### config.mk
export PLATFORM = sky130hd
export DESIGN_NAME = counter_ctrl
export DESIGN_NICKNAME = d
export VERILOG_FILES = /design/src/rtl/counter_ctrl.sv
export SDC_FILE = /design/constraint.sdc
export NUM_CORES = 1
export LEC_CHECK = 0
export CAP_MARGIN = 5
export CORE_MARGIN = 5
export CORE_UTILIZATION = 57
export CTS_BUF_LIST = sky130_fd_sc_hd__clkbuf_8
export CTS_CLUSTER_DIAMETER = 30
export CTS_CLUSTER_SIZE = 8
export DETAILED_ROUTE_END_ITERATION = 8
export PLACE_DENSITY = 0.83
export SLEW_MARGIN = 0
export SYNTH_ARGS = -nofsm -noshare
export SYNTH_HDL_FRONTEND = slang
export SYNTH_SLANG_ARGS = --single-unit
### constraint.sdc
create_clock -name clk50m -period 2.4 [get_ports clk50m]
set_clock_uncertainty 0.2 [all_clocks]
set_input_delay 0.48 -clock clk50m [delete_from_list [all_inputs] [get_ports clk50m]]
set_output_delay 0.48 -clock clk50m [all_outputs]
set_load 0.01 [all_outputs]
### src/rtl/counter_ctrl.sv
`default_nettype none
// ============================================================================
// Module      : counter_ctrl
// Description : Run/stop/single-step controller for the 8-bit upcounter.
//               Converts three asynchronous operator levels (start, stop,
//               step) into one-cycle enable pulses at a prescaled rate and
//               halts when the fed-back count equals a programmable limit.
// Ports       : clk50m  - system clock, all logic on the rising edge
//               rst_n   - asynchronous active-low reset
//               start   - async level, rising edge requests RUN
//               stop    - async level, rising edge requests IDLE
//               step    - async level, rising edge requests one count in IDLE
//               count   - current counter value fed back from the upcounter
//               limit   - terminal value, compared live
//               enable  - registered one-cycle pulse to the upcounter
//               running - high in RUN
//               done    - high in DONE
// Revision    : 1.0 - initial release
// ============================================================================
module counter_ctrl #(
    parameter int PRESCALE = 5_000_000
) (
    input  logic       clk50m,
    input  logic       rst_n,
    input  logic       start,
    input  logic       stop,
    input  logic       step,
    input  logic [7:0] count,
    input  logic [7:0] limit,
    output logic       enable,
    output logic       running,
    output logic       done
);

    localparam int                   c_presc_w    = $clog2(PRESCALE);
    localparam logic [c_presc_w-1:0] c_presc_last = c_presc_w'(PRESCALE - 1);
    localparam logic [c_presc_w-1:0] c_presc_one  = c_presc_w'(1);

    // Encoding chosen so that running and done are plain flop bits.
    typedef enum logic [1:0] {
        S_IDLE = 2'b00,
        S_RUN  = 2'b01,
        S_DONE = 2'b10
    } state_t;

    state_t               r_state;
    logic [c_presc_w-1:0] r_presc;
    logic                 r_enable;

    // Bit order in the synchronizer vectors: {step, stop, start}
    logic [2:0] r_sync1;
    logic [2:0] r_sync2;
    logic [2:0] r_sync_d;

    logic [2:0] w_edge;
    logic       w_start_ev;
    logic       w_stop_ev;
    logic       w_step_ev;
    logic       w_at_limit;

    // Two-flop synchronizers followed by a delay flop for edge detection.
    always_ff @(posedge clk50m or negedge rst_n) begin
        if (!rst_n) begin
            r_sync1  <= 3'b000;
            r_sync2  <= 3'b000;
            r_sync_d <= 3'b000;
        end else begin
            r_sync1  <= {step, stop, start};
            r_sync2  <= r_sync1;
            r_sync_d <= r_sync2;
        end
    end

    assign w_edge = r_sync2 & ~r_sync_d;

    // Priority stop > start > step; losers in the same cycle are dropped.
    assign w_stop_ev  = w_edge[1];
    assign w_start_ev = w_edge[0] & ~w_edge[1];
    assign w_step_ev  = w_edge[2] & ~w_edge[1] & ~w_edge[0];
    assign w_at_limit = (count == limit);

    always_ff @(posedge clk50m or negedge rst_n) begin
        if (!rst_n) begin
            r_state  <= S_IDLE;
            r_presc  <= '0;
            r_enable <= 1'b0;
        end else begin
            r_enable <= 1'b0;
            case (r_state)
                S_IDLE: begin
                    if (w_start_ev) begin
                        r_presc <= '0;
                        if (w_at_limit) begin
                            r_state <= S_DONE;
                        end else begin
                            r_state <= S_RUN;
                        end
                    end else if (w_step_ev) begin
                        r_enable <= 1'b1;
                    end
                end
                S_RUN: begin
                    if (w_stop_ev) begin
                        r_state <= S_IDLE;
                        r_presc <= '0;
                    end else if (w_at_limit && !r_enable) begin
                        // While enable is high the count is about to change,
                        // so the compare is only trusted with enable low.
                        r_state <= S_DONE;
                        r_presc <= '0;
                    end else if (r_presc == c_presc_last) begin
                        r_presc  <= '0;
                        r_enable <= !w_at_limit;
                    end else begin
                        r_presc <= r_presc + c_presc_one;
                    end
                end
                S_DONE: begin
                    r_presc <= '0;
                    if (w_stop_ev) begin
                        r_state <= S_IDLE;
                    end
                end
                default: begin
                    r_state <= S_IDLE;
                    r_presc <= '0;
                end
            endcase
        end
    end

    assign enable  = r_enable;
    assign running = r_state[0];
    assign done    = r_state[1];

endmodule
`default_nettype wire

==> flow_summary.ini, run 1 <==
[clock_tree]
cts.clk_slew.worst_paths_ns = 0.08
cts_sinks = 35
clock_latency_ns = 0.30
root_buffer = sky130_fd_sc_hd__clkbuf_8
clock_tree.buffer_depth = 2
tritoncts.num_buffers = 5
post_cts_hold_buffer_count = 0
cts_tree = yes
clock_tree.htree_level_count = 2
total_of_cells_resized_after_clock_tree_synthesis = 0
postCtsSetupRepairBufs = 0

[detailed_routing]
num_vias = 1546
starting_drt_drc_count = 175
route.final.wire_length_um = 4210
final_routed_drc_violation_total = 0
detail_route.first_pass.iterations = 4
number_of_nets_still_failing_antenna_checks_after_routing = 0
via_per_inst = 5.92
detail_route.wl_per_cell_um = 16.1

[global_route]
antenna_found_initial = 0
grtUsageMet2 = 0.308
pin_count_of_the_biggest_net_entering_global_routing = 36
grt_use_total = 0.191
met1_usage = 0.249
grt_overflow = 0
global_routing_s_busiest_layer = met2
globalRouteMet3Util = 0.0522
number_of_global_route_vias_before_repair = 1628
grt_pass1_wl_um = 7530

[final_layout]
finish.net_count = 236
layout-area-overhead-vs-synth_pct = 19.4
final_layout_size_suffix_gt1_frac = 0.195
insertedDiodeCount = 0
layoutNonFillerInstCount = 261

[critical_path]
crit_arrival_ns = 2.22
startpoint = r_presc[0]$_DFFE_PN0P_
ff2ff_path_depth = 6
crit_path_max_fanout = 19
critPathKind = reg2reg
critical_path.startpoint_type = flop
critical_path.reg2reg.startpoint = r_presc[0]$_DFFE_PN0P_
setup.reg_to_reg.worst_slack_ns = 0.20
crit-reg2reg-capture = r_presc[15]$_DFFE_PN0P_
critPathRequiredTime_ns = 2.41
critical_path.endpoint_type = flop
critical_path.endpoint = r_presc[15]$_DFFE_PN0P_

[placement]
post-place-cells = 253
finalWeightedCongestion = 0.866
hpwl_um = 3040
port_buffers = 23

[yosys]
netlist_instances = 186
post_synth_instance_area_um2 = 2000
ys.warnings.count = 0
syn_avg_cell_area_um2 = 10.7
synth-seq-cells = 35
mappedNetlistNets = 208
synth_largest_type_area_fraction = 0.438
yosys.area.top_type = sky130_fd_sc_hd__dfrtp_1
postSynth.topFlopCell = sky130_fd_sc_hd__dfrtp_1
synth_seq_area_share = 0.438
synth-async-reset-ratio = 1.00
synth_enable_flop_cells = 0
synthTopCellsByArea = sky130_fd_sc_hd__dfrtp_1, sky130_fd_sc_hd__xor2_1, sky130_fd_sc_hd__a21oi_2
synth.lib_cells_used.distinct = 48

[sta]
timing.slew.headroom = 0.606
period_share = 0.918
hold_ws_ns = 0.153
rsz0062_at_grt = false
max_freq_mhz = 454
setup_viol = 0
fin_setup_tns_ns = 0
final_period_minus_worst_setup_slack_ns = 2.20
finalMaxSlewViolations = 0
finalHoldViolations = 0
max_slew.worst_pin.slew_ns = 0.589

[floorplanning]
die_height_um = 69.2
num_io_pins = 24
fp.dieArea_um2 = 4790
row_count = 21
die_width_um = 69.2
initial_core_util = 0.594
design.core.area_um2 = 3360

[power_and_ir_drop]
p_leak_nw = 1.02
power.switching_fraction = 0.323
pwr-share-comb = 0.249
p_switching_mw = 0.576
ir_worst_vdd_mv = 0.442
pwr_density_cell_nw_per_um2 = 747
intPower_mw = 1.21
power_frac_clock = 0.362
total_power_mw = 1.78
seqPwrFrac = 0.389

[status]
run_status = complete, no violations

[job]
cap_violations = 0

[worst_hold_path]
holdCritStartpoint = r_sync1[1]$_DFF_PN0_
hold_path_class = reg2reg
[routing by layer]
layer,part of all wire,vias to the layer above
met3,0.052,6
li1,-,734
met2,0.50,52
met1,0.44,754
met5,0,-
met4,0.010,0
[cells by family (layout without fill, tap and decap cells)]
group                    count (synthesis)  after routing  share of synthesized area
AND/OR/NAND/NOR                         82             82                      0.284
flip-flops                              35             35                      0.438
adder cells (fa/ha/maj)                  1              1                    0.00626
XOR/XNOR                                21             21                     0.0920
buffers and inverters                   11             40                     0.0463
AO/OA/AOI/OAI                           36             36                      0.133
[registers in the layout, summed over array words and instances (netlist names)]
signal    count
r_presc      23
r_sync2       3
r_sync_d      3
r_sync1       3
enable        1
r_state       2
[layout make-up]
| class | instances | area (um^2) |
|---|---|---|
| clock inverters | 3 | 67.6 |
| multi-input cells | 140 | 1030 |
| repair buffers | 29 | 275 |
| inverters | 3 | 11.3 |
| clock buffers | 5 | 68.8 |
| fillers | 267 | 977 |
| flip-flops and latches | 35 | 876 |
| well taps | 46 | 57.6 |
[worst min path at each step]
stage	cells after the start	slack, ns	endpoint
after floorplan	0	-0.02	enable$_DFF_PN0_
after global placement	0	0.13	r_sync2[1]$_DFF_PN0_
after detailed placement	0	0.14	r_sync2[1]$_DFF_PN0_
after CTS	0	0.15	r_sync2[1]$_DFF_PN0_
after global routing	0	0.18	r_sync2[2]$_DFF_PN0_
final	0	0.15	r_sync2[1]$_DFF_PN0_
[metrics by stage]
stage / worst slack (ns) / instance area (um^2) / utilization
3_5_place_dp: -0.0226 / 2250 / 0.669
5_1_grt: 0.0324 / 2390 / 0.709
6_report: 0.196 / 2390 / 0.709
4_1_cts: 0.213 / 2390 / 0.709
2_1_floorplan: 0.532 / 2000 / -
3_3_place_gp: 0.0262 / 2250 / 0.669
[synthesized netlist by cell type (2+ instances only)]
master and n:
sky130_fd_sc_hd__or3_1 2, sky130_fd_sc_hd__nor4_4 2, sky130_fd_sc_hd__and4_1 2, sky130_fd_sc_hd__and3_1 3, sky130_fd_sc_hd__a21oi_2 10, sky130_fd_sc_hd__buf_6 5
sky130_fd_sc_hd__o21ai_0 7, sky130_fd_sc_hd__nand3_1 9, sky130_fd_sc_hd__a31oi_1 4, sky130_fd_sc_hd__inv_1 3, sky130_fd_sc_hd__a21oi_1 5, sky130_fd_sc_hd__xor2_1 20
sky130_fd_sc_hd__nor4_1 3, sky130_fd_sc_hd__nand4_1 10, sky130_fd_sc_hd__nor3_1 7, sky130_fd_sc_hd__o2111ai_1 2, sky130_fd_sc_hd__nor2b_1 4, sky130_fd_sc_hd__dfrtp_1 35
sky130_fd_sc_hd__nand2_1 18, sky130_fd_sc_hd__a22oi_1 2, sky130_fd_sc_hd__buf_2 2, sky130_fd_sc_hd__and2_1 4, sky130_fd_sc_hd__and3_2 2
[power by group through the flow]
| stage | Combinational (mW) | Clock [mW] | Sequential, mW |
|---|---|---|---|
| 2_1_floorplan | 0.335 | 0 | 0.691 |
| 3_3_place_gp | 0.422 | 0 | 0.698 |
| 3_5_place_dp | 0.441 | 0 | 0.703 |
| 4_1_cts | 0.443 | 0.651 | 0.692 |
| 5_1_grt | 0.483 | 0.680 | 0.702 |
| 6_report | 0.444 | 0.645 | 0.694 |
[cells in the final DEF, fill, tap and decap left out, types with 6 or more instances in the layout]
cell type and instances:
sky130_fd_sc_hd__dfrtp_1 35, sky130_fd_sc_hd__nand4_1 10, sky130_fd_sc_hd__xor2_1 20, sky130_fd_sc_hd__clkdlybuf4s50_1 23, sky130_fd_sc_hd__nor3_1 7, sky130_fd_sc_hd__o21ai_0 7
sky130_fd_sc_hd__a21oi_2 10, sky130_fd_sc_hd__buf_4 6, sky130_fd_sc_hd__nand2_1 18, sky130_fd_sc_hd__nand3_1 9
[critical path, stage by stage (launching register included)]
cell,delay [ns]
sky130_fd_sc_hd__dfrtp_1,0.42
sky130_fd_sc_hd__ha_1,0.26
sky130_fd_sc_hd__and4_1,0.25
sky130_fd_sc_hd__nand4_1,0.13
sky130_fd_sc_hd__or2_1,0.27
sky130_fd_sc_hd__nand3_4,0.31
sky130_fd_sc_hd__a22oi_1,0.27
Power figures use the tool's default switching activity.
==> inputs of run 2 (changes only) <==
Settings changed: SKIP_LAST_GASP set to 1, SLEW_MARGIN 0 to not set.
==> results of run 2 <==
The final DEF is identical to that of run 1; final timing and power are the same.
